File: config.mk
export PLATFORM = sky130hd
export DESIGN_NAME = icache_ctrl
export DESIGN_NICKNAME = d
export VERILOG_FILES = /design/src/rtl/icache_ctrl.sv
export SDC_FILE = /design/constraint.sdc
export NUM_CORES = 2
export LEC_CHECK = 0
export CORE_AREA = 2 2 553 555
export DETAILED_ROUTE_END_ITERATION = 7
export DIE_AREA = 0 0 555 557
export SLEW_MARGIN = 20
export SYNTH_ARGS = -nofsm -noshare
export SYNTH_HDL_FRONTEND = slang
export SYNTH_SLANG_ARGS = --single-unit
export TNS_END_PERCENT = 1
File: constraint.sdc
create_clock -name clka -period 5.2 [get_ports clka]
set_input_delay 0.78 -clock clka [delete_from_list [all_inputs] [get_ports clka]]
set_output_delay 0.78 -clock clka [all_outputs]
set_load 0.02 [all_outputs]
File: src/rtl/icache_ctrl.sv
`default_nettype none
// ==== icache_ctrl : 2-way / 256-set I-cache bank sequencer (lookup, LRU refill, invalidate walk) ====
// ==== rev 1.0                                                                                    ====
module icache_ctrl #(
  parameter int ADDR_W = 32,
  parameter int LINE_W = 256,
  parameter int TAG_W  = 20
) (
  input  logic                           clka,
  input  logic                           rstn,
  input  logic                           req_valid,
  output logic                           req_ready,
  input  logic [ADDR_W-1:0]              req_addr,
  output logic                           rsp_valid,
  input  logic                           rsp_ready,
  output logic [LINE_W-1:0]              rsp_data,
  output logic                           mem_req_valid,
  input  logic                           mem_req_ready,
  output logic [ADDR_W-1:0]              mem_req_addr,
  input  logic                           mem_rsp_valid,
  input  logic [LINE_W-1:0]              mem_rsp_data,
  input  logic                           flush_req,
  output logic                           flush_busy,
  output logic                           sram_ena,
  output logic                           sram_wea,
  output logic [7:0]                     sram_addr,
  output logic [1:0]                     sram_wmask,
  output logic [LINE_W+TAG_W:0]          sram_dina,
  input  logic [2*(LINE_W+TAG_W+1)-1:0]  sram_douta
);

  localparam int ENT_W     = LINE_W + TAG_W + 1;
  localparam int TAG_SRC_W = ADDR_W - 13;

  typedef enum logic [2:0] {
    S_FLUSH     = 3'd0,
    S_IDLE      = 3'd1,
    S_LOOKUP    = 3'd2,
    S_MISS_REQ  = 3'd3,
    S_MISS_WAIT = 3'd4,
    S_REFILL    = 3'd5,
    S_RESP      = 3'd6
  } state_t;

  state_t              state, state_nx;
  logic [7:0]          flush_cnt;
  logic [255:0]        lru;
  logic                flush_pend;
  logic [ADDR_W-1:5]   addr_q;
  logic                victim;
  logic [LINE_W-1:0]   line_q;
  logic [LINE_W-1:0]   rsp_q;

  logic [7:0]          idx;
  logic [TAG_W-1:0]    tag_q;
  logic                v0, v1, hit0, hit1, victim_sel;
  logic [TAG_W-1:0]    t0, t1;
  logic [LINE_W-1:0]   d0, d1;
  logic                unused_offset;

  assign unused_offset = ^req_addr[4:0];
  assign idx      = addr_q[12:5];
  assign tag_q    = {{(TAG_W-TAG_SRC_W){1'b0}}, addr_q[ADDR_W-1:13]};
  assign rsp_data = rsp_q;

  // Entry layout per way: {data, tag, valid}
  assign v0   = sram_douta[0];
  assign t0   = sram_douta[TAG_W:1];
  assign d0   = sram_douta[ENT_W-1:TAG_W+1];
  assign v1   = sram_douta[ENT_W];
  assign t1   = sram_douta[ENT_W+TAG_W:ENT_W+1];
  assign d1   = sram_douta[2*ENT_W-1:ENT_W+TAG_W+1];
  assign hit0 = v0 && (t0 == tag_q);
  assign hit1 = v1 && (t1 == tag_q);
  assign victim_sel = !v0 ? 1'b0 : (!v1 ? 1'b1 : lru[idx]);

  always_comb begin
    state_nx      = state;
    req_ready     = 1'b0;
    rsp_valid     = 1'b0;
    mem_req_valid = 1'b0;
    mem_req_addr  = '0;
    sram_ena      = 1'b0;
    sram_wea      = 1'b0;
    sram_addr     = '0;
    sram_wmask    = '0;
    sram_dina     = '0;
    flush_busy    = flush_pend || (state == S_FLUSH);
    // Outputs are held quiet while reset is asserted
    if (!rstn) begin
      flush_busy = 1'b1;
      state_nx   = S_FLUSH;
    end else begin
      case (state)
        S_FLUSH: begin
          sram_ena   = 1'b1;
          sram_wea   = 1'b1;
          sram_wmask = 2'b11;
          sram_addr  = flush_cnt;
          if (flush_cnt == 8'hFF) state_nx = S_IDLE;
        end
        S_IDLE: begin
          if (flush_pend) begin
            state_nx = S_FLUSH;
          end else begin
            req_ready = 1'b1;
            if (req_valid) begin
              sram_ena  = 1'b1;
              sram_addr = req_addr[12:5];
              state_nx  = S_LOOKUP;
            end
          end
        end
        S_LOOKUP:    state_nx = (hit0 || hit1) ? S_RESP : S_MISS_REQ;
        S_MISS_REQ: begin
          mem_req_valid = 1'b1;
          mem_req_addr  = {addr_q, 5'b0};
          if (mem_req_ready) state_nx = S_MISS_WAIT;
        end
        S_MISS_WAIT: if (mem_rsp_valid) state_nx = S_REFILL;
        S_REFILL: begin
          sram_ena   = 1'b1;
          sram_wea   = 1'b1;
          sram_addr  = idx;
          sram_wmask = victim ? 2'b10 : 2'b01;
          sram_dina  = {line_q, tag_q, 1'b1};
          state_nx   = S_RESP;
        end
        S_RESP: begin
          rsp_valid = 1'b1;
          if (rsp_ready) state_nx = S_IDLE;
        end
        default:     state_nx = S_FLUSH;
      endcase
    end
  end

  always_ff @(posedge clka) begin
    if (!rstn) begin
      state      <= S_FLUSH;
      flush_cnt  <= '0;
      lru        <= '0;
      flush_pend <= 1'b0;
      addr_q     <= '0;
      victim     <= 1'b0;
      line_q     <= '0;
      rsp_q      <= '0;
    end else begin
      state <= state_nx;
      // A request arriving while the walk runs is already covered by it
      if (flush_req && state != S_FLUSH) flush_pend <= 1'b1;
      if (state == S_IDLE && flush_pend) flush_pend <= 1'b0;
      case (state)
        S_FLUSH: begin
          lru[flush_cnt] <= 1'b0;
          flush_cnt      <= flush_cnt + 8'd1;
        end
        S_IDLE: if (!flush_pend && req_valid) addr_q <= req_addr[ADDR_W-1:5];
        S_LOOKUP: begin
          if (hit0) begin
            rsp_q    <= d0;
            lru[idx] <= 1'b1;
          end else if (hit1) begin
            rsp_q    <= d1;
            lru[idx] <= 1'b0;
          end else begin
            victim   <= victim_sel;
          end
        end
        S_MISS_WAIT: if (mem_rsp_valid) line_q <= mem_rsp_data;
        S_REFILL: begin
          lru[idx] <= ~victim;
          rsp_q    <= line_q;
        end
        default: ;
      endcase
    end
  end

endmodule
`default_nettype wire
# Word level (Yosys, flattened, before mapping)
# Index checks and enable logic that the tools add are counted.
word_totals:
  out_inout_bits: 581
  in_bits: 849
  regBits: 808
classes:
  magnitude_cmp: 4
  eq_ne: 15
  n_reduce_logical: 22
  n_bitwise: 9
  add_sub_neg: 1
  n_mux: 48
ops:
  columns: ["cell", "n"]
  rows:
  - ["256-bit two-way mux", 4]
  - ["256-bit case mux with 3 select lines", 1]
  - ["277-bit two-way mux", 2]
  - ["256-bit AND", 2]
  - ["256-bit NOT", 2]
  - ["256-bit case mux with 2 select lines", 1]
  - ["256-bit bitwise mux", 1]
  - ["256-bit OR", 1]
  - ["32-bit two-way mux", 2]
  - ["20-bit by 19-bit equality test with 1-bit output", 2]
  - ["8-bit two-way mux", 3]
  - ["8-bit case mux with 3 select lines", 1]
  - ["3-bit two-way mux", 7]
  - ["3-bit case mux with 7 select lines", 1]
  - ["8-bit by 9-bit less-than comparator with 1-bit output, second input constant", 2]
  - ["1-bit two-way mux", 18]
  - ["1-bit demux with 8-bit select", 2]
  - ["8-bit by 1-bit >= comparator with 1-bit output, second input constant", 2]
  - ["3-bit equality test, second input constant", 3]
  - ["8-bit by 1-bit adder with 8-bit output, second input constant", 1]
  - ["1-bit binary-select mux with 8-bit select", 1]
  - ["8-bit equality test, second input constant", 1]
  - ["2-bit AND reduction", 4]
  - ["1-bit logical AND", 7]
  - ["17 further kinds", 28]

# Logic depth before layout (Yosys ltp)
logic_depth:
  ltp_word: 9
  mapped_depth: 11

# Least setup slack after synthesis
# No wires, ideal clock.
synth_timing:
  path_type: "input to output"
  from: "in rstn"
  to: "out sram_wmask[1]"
  required_ns: 4.420
  path_stages: 5
  setup_slack_ns: 1.986
  arrival_ns: 2.434
  n_path_buf: 3
  path_cell_list: "clkbuf_1 -> clkbuf_1 -> clkbuf_1 -> nor3b_1 -> o21a_1"
synth_between:
  elab_chain_len: 1
synth_rtl:
  columns: ["item", "line", "text"]
  rows:
  - ["start: declaration", "10", "input logic rstn,"]
  - ["2-bit two-way mux", "90", "if (!rstn) begin"]
  - ["end: declaration", "27", "output logic [1:0] sram_wmask,"]
# Every way passes these cells.

# Final worst setup path
layout_timing:
  from: "reg state[1]"
  to: "out sram_dina[130]"
layout_between:
  elab_chain_len: 3
layout_rtl:
  columns: ["item", "line", "text"]
  rows:
  - ["start: declaration", "45", "state_t state, state_nx;"]
  - ["start signal: assignment", "149", "state <= state_nx;"]
  - ["3-bit equality test", "94", "case (state)"]
  - ["277-bit two-way mux", "94", null]
  - ["277-bit two-way mux", "90", null]
  - ["end: declaration", "28", "output logic [LINE_W+TAG_W:0] sram_dina,"]
# Every way passes these cells.

==> key figures <==
Critical path
  • Crit path cell chain: inv_1 > and3_4 > buf_12 > buf_4 > and3_1 > clkdlybuf4s50_1
  • Worst path max stage delay: 1.04 ns
  • Critical Path AT: 4.17 ns
  • Worst flop-to-flop path endpoint: rsp_data[117]$_SDFFE_PN0P_
  • Flop2flop setup slack: 1.14 ns
  • Worst Path Required: 4.42 ns
  • Slowest cell on the critical path: clkdlybuf4s50_1
  • Crit path max fanout: 39
  • Reg2Reg Depth: 9
  • R2R Path Start: addr_q[14]$_SDFFE_PN0P_
  • Startpoint types: flop
  • Crit path capture type: output port
  • Crit Path Class: flop to output port

Clock network
  • Max clock buf depth: 4
  • CTS tree: yes
  • Post-CTS Resized: 0
  • Htree depth: 3
  • # hold bufs at CTS: 0
  • Setup Fix Bufs, Post-CTS: 0
  • Clock Latency Late Sink: 0.84 ns
  • Root buffer cell: clkbuf_16
  • Clock slew at reported path FFs: 0.07 ns
  • Inserted Clock Buffers: 109
  • Clock sink count: 808

Synthesis
  • Top-area cell type share of the netlist area: 37.3%
  • Commonest cells post-synth: nand2_1 (873), dfxtp_1 (808), clkbuf_1 (459)
  • Synthesized cell area: 0.0433 sq mm
  • Mean area per synthesized cell: 8.08 sq um
  • Post-synth ARST share: 0%
  • Yosys top cell by area: dfxtp_1
  • Post-synth top flop: dfxtp_1
  • Syn Inst Count: 5359
  • Top cells by area, synth: dfxtp_1 (37%), nand2_1 (7.6%), mux2i_1 (6.8%)
  • Dominant cell by count in the synthesized netlist: nand2_1
  • Post-synth EDFFs: 0
  • Yosys cell types: 53
  • Register area share after synthesis: 37.3%
  • Yosys warns: 0
  • FF+latch count, synth: 808

Power and ir drop
  • Sequential share of power: 40.1%
  • Combinational Power Share: 8.5%
  • Power Dens Cells: 235 mW/mm^2
  • Cell Int Power: 0.0116 W
  • Switching pwr: 0.00385 W
  • Switch share: 24.9%
  • Clk pwr share: 51.4%
  • Peak VDD IR: 247 uV
  • Leakage: 23.4 nW

Worst hold path
  • Hold depth: 2
  • Min-delay src: rstn
  • Tightest Hold Check Type: input pin to flop
  • Hold EP: state[0]$_SDFFE_PN0P_

Timing
  • Final hold vios: 0
  • RSZ-0062 raised after global routing: false
  • Max Fclk: 202 MHz
  • Setup tns final: 0 ns
  • Final period utilization: 95.2%
  • Finish-stage setup viols: 0
  • Final min period: 4.95 ns
  • Worst slew margin: 14.3%
  • Max Slew Vio Count: 0
  • Clk_skew: 0.0576 ns
  • Worst-Margin Slew: 1.29 ns

Floorplan
  • Die ar.: 0.309 sq mm
  • I/O Pins: 1430
  • Die H: 557 um
  • Core Box Area: 0.304 sq mm
  • Die width: 555 um
  • Starting Density: 14.3%
  • FP Rows: 203

Detailed routing
  • Drt first pass iters: 6
  • DRC: 0
  • Post-DR wirelength/cell: 30.2 um
  • Post-DRT Antenna Nets: 0
  • First DRT Iteration DRCs: 6584
  • WL final: 323 mm
  • DR vias: 49200
  • Vias/cell: 4.59

GRT
  • Initial antenna violation count: 179
  • Total track usage: 19.8%
  • First-pass GRT wire length: 417 mm
  • GR Overflow Total: 0
  • Pin count of the biggest net entering global routing: 185
  • Vias in the first global route: 43800

Placed design
  • Placed Area: 0.0616 sq mm
  • Port bufs: 1418
  • Hpwl dp: 249 mm
  • Gp weighted congestion: 0.973

Layout
  • Layout Nets: 7282
  • Area Overhead vs Synth: 51.9%
  • Filler instances: 33800
  • Design area: 0.0658 sq mm
  • Layout cells sized above 1: 6.63%

Run status
  • Result of the run: completed

Flow run
  • Max cap viols: 0
==> metal layers <==
| layer | share of wire [%] | vias to the layer above | track usage [%] |
|---|---|---|---|
| met2 | 45 | 3124 | 31.2 |
| met3 | 9.8 | 681 | 5.97 |
| li1 | - | 21700 | - |
| met4 | 9.8 | 44 | 17.3 |
| met1 | 35 | 23600 | 21.6 |
| met5 | 0.092 | - | 0 |
==> cells in the final DEF, fill, tap and decap left out, types with 9 or more instances in the layout <==
cell type,instances
and2_1,46
diode_2,190
nand3_2,9
clkbuf_1,20
nor4_1,16
a21boi_0,285
nor2_1,28
clkbuf_8,28
nor3_1,265
mux4_2,49
a22o_1,258
o21ai_0,264
nand2b_1,19
a22oi_1,279
a31oi_1,261
buf_12,38
clkbuf_16,109
and3_1,282
inv_1,262
o22ai_1,258
a21oi_1,18
xor2_1,38
nand2_1,872
nand4_1,10
mux2i_1,292
buf_4,122
dfxtp_1,805
nand3_1,29
clkdlybuf4s50_1,1413
clkinv_2,19
nor2b_1,15
==> how the worst max path moves through the flow <==
| stage | start | end | cells after the start |
|---|---|---|---|
| after floorplan | rstn | sram_wmask[1] | 5 |
| after global placement | sram_douta[10] | rsp_data[115]$_SDFFE_PN0P_ | 10 |
| after detailed placement | sram_douta[0] | rsp_data[86]$_SDFFE_PN0P_ | 9 |
| after CTS | state[1]$_SDFFE_PN0P_ | sram_dina[132] | 6 |
| after global routing | state[1]$_SDFFE_PN0P_ | sram_dina[152] | 5 |
| final | state[1]$_SDFFE_PN0P_ | sram_dina[130] | 6 |
==> cell families (layout without fill, tap and decap cells) <==
logic type	after synthesis	count (layout)	share of synthesized area [%]
other	1	196	0.00866
and+or+nand+nor	1622	1622	17.5
AOI/OAI and AO/OA	1652	1652	26.3
DFF	808	808	37.3
adders and majority gates	4	4	0.116
xor gates and xnor gates	46	46	0.930
buffers and inverters	884	2038	8.51
muxes	342	342	9.32
==> state kept, by name (all words and copies together), names as in the netlist <==
| signal | count |
|---|---|
| addr_q | 27 |
| flush_cnt | 8 |
| flush_pend | 1 |
| line_q | 256 |
| lru | 256 |
| rsp_data | 256 |
| state | 3 |
| victim | 1 |
==> power by group through the flow <==
| stage | registers [W] | clock network [W] | logic [W] |
|---|---|---|---|
| 2_1_floorplan | 0.00633 | 0 | 0.000397 |
| 3_3_place_gp | 0.00633 | 0 | 0.00129 |
| 3_5_place_dp | 0.00633 | 0 | 0.00129 |
| 4_1_cts | 0.00620 | 0.00807 | 0.00130 |
| 5_1_grt | 0.00619 | 0.00830 | 0.00138 |
| 6_report | 0.00620 | 0.00795 | 0.00131 |
==> through the flow <==
| step | utilization (%) | hold slack, ns | cells | setup WS [ns] | total power (W) |
|---|---|---|---|---|---|
| 2_1_floorplan | - | 0.426 | 5364 | 1.99 | 0.00673 |
| 3_3_place_gp | 20.3 | 0.436 | 10300 | 0.996 | 0.00762 |
| 3_5_place_dp | 20.3 | 0.440 | 10300 | 1.00 | 0.00762 |
| 4_1_cts | 21.5 | 0.421 | 10500 | 0.228 | 0.0156 |
| 5_1_grt | 21.6 | 0.363 | 10700 | 0.0303 | 0.0159 |
| 6_report | 21.7 | 0.359 | 10700 | 0.248 | 0.0155 |
==> worst max-delay path, delay by kind of cell, from the launching register on <==
family,cells,cell delay [ns]
buffers and inverters,4,1.84
DFF,1,0.46
and+or+nand+nor,2,0.92
==> cell type report <==
class / instances / area (sq um) / area share, %
Tap cell: 3997 / 5000 / 7.60
Antenna cell: 190 / 475 / 0.722
Sequential cell: 808 / 16200 / 24.6
Clock inverter: 43 / 524 / 0.796
Multi-Input combinational cell: 3672 / 23600 / 35.9
Clock buffer: 157 / 3190 / 4.84
Timing Repair Buffer: 1575 / 15800 / 24.1
Inverter: 263 / 987 / 1.50
No activity file was read; power rests on OpenSTA's default activity.
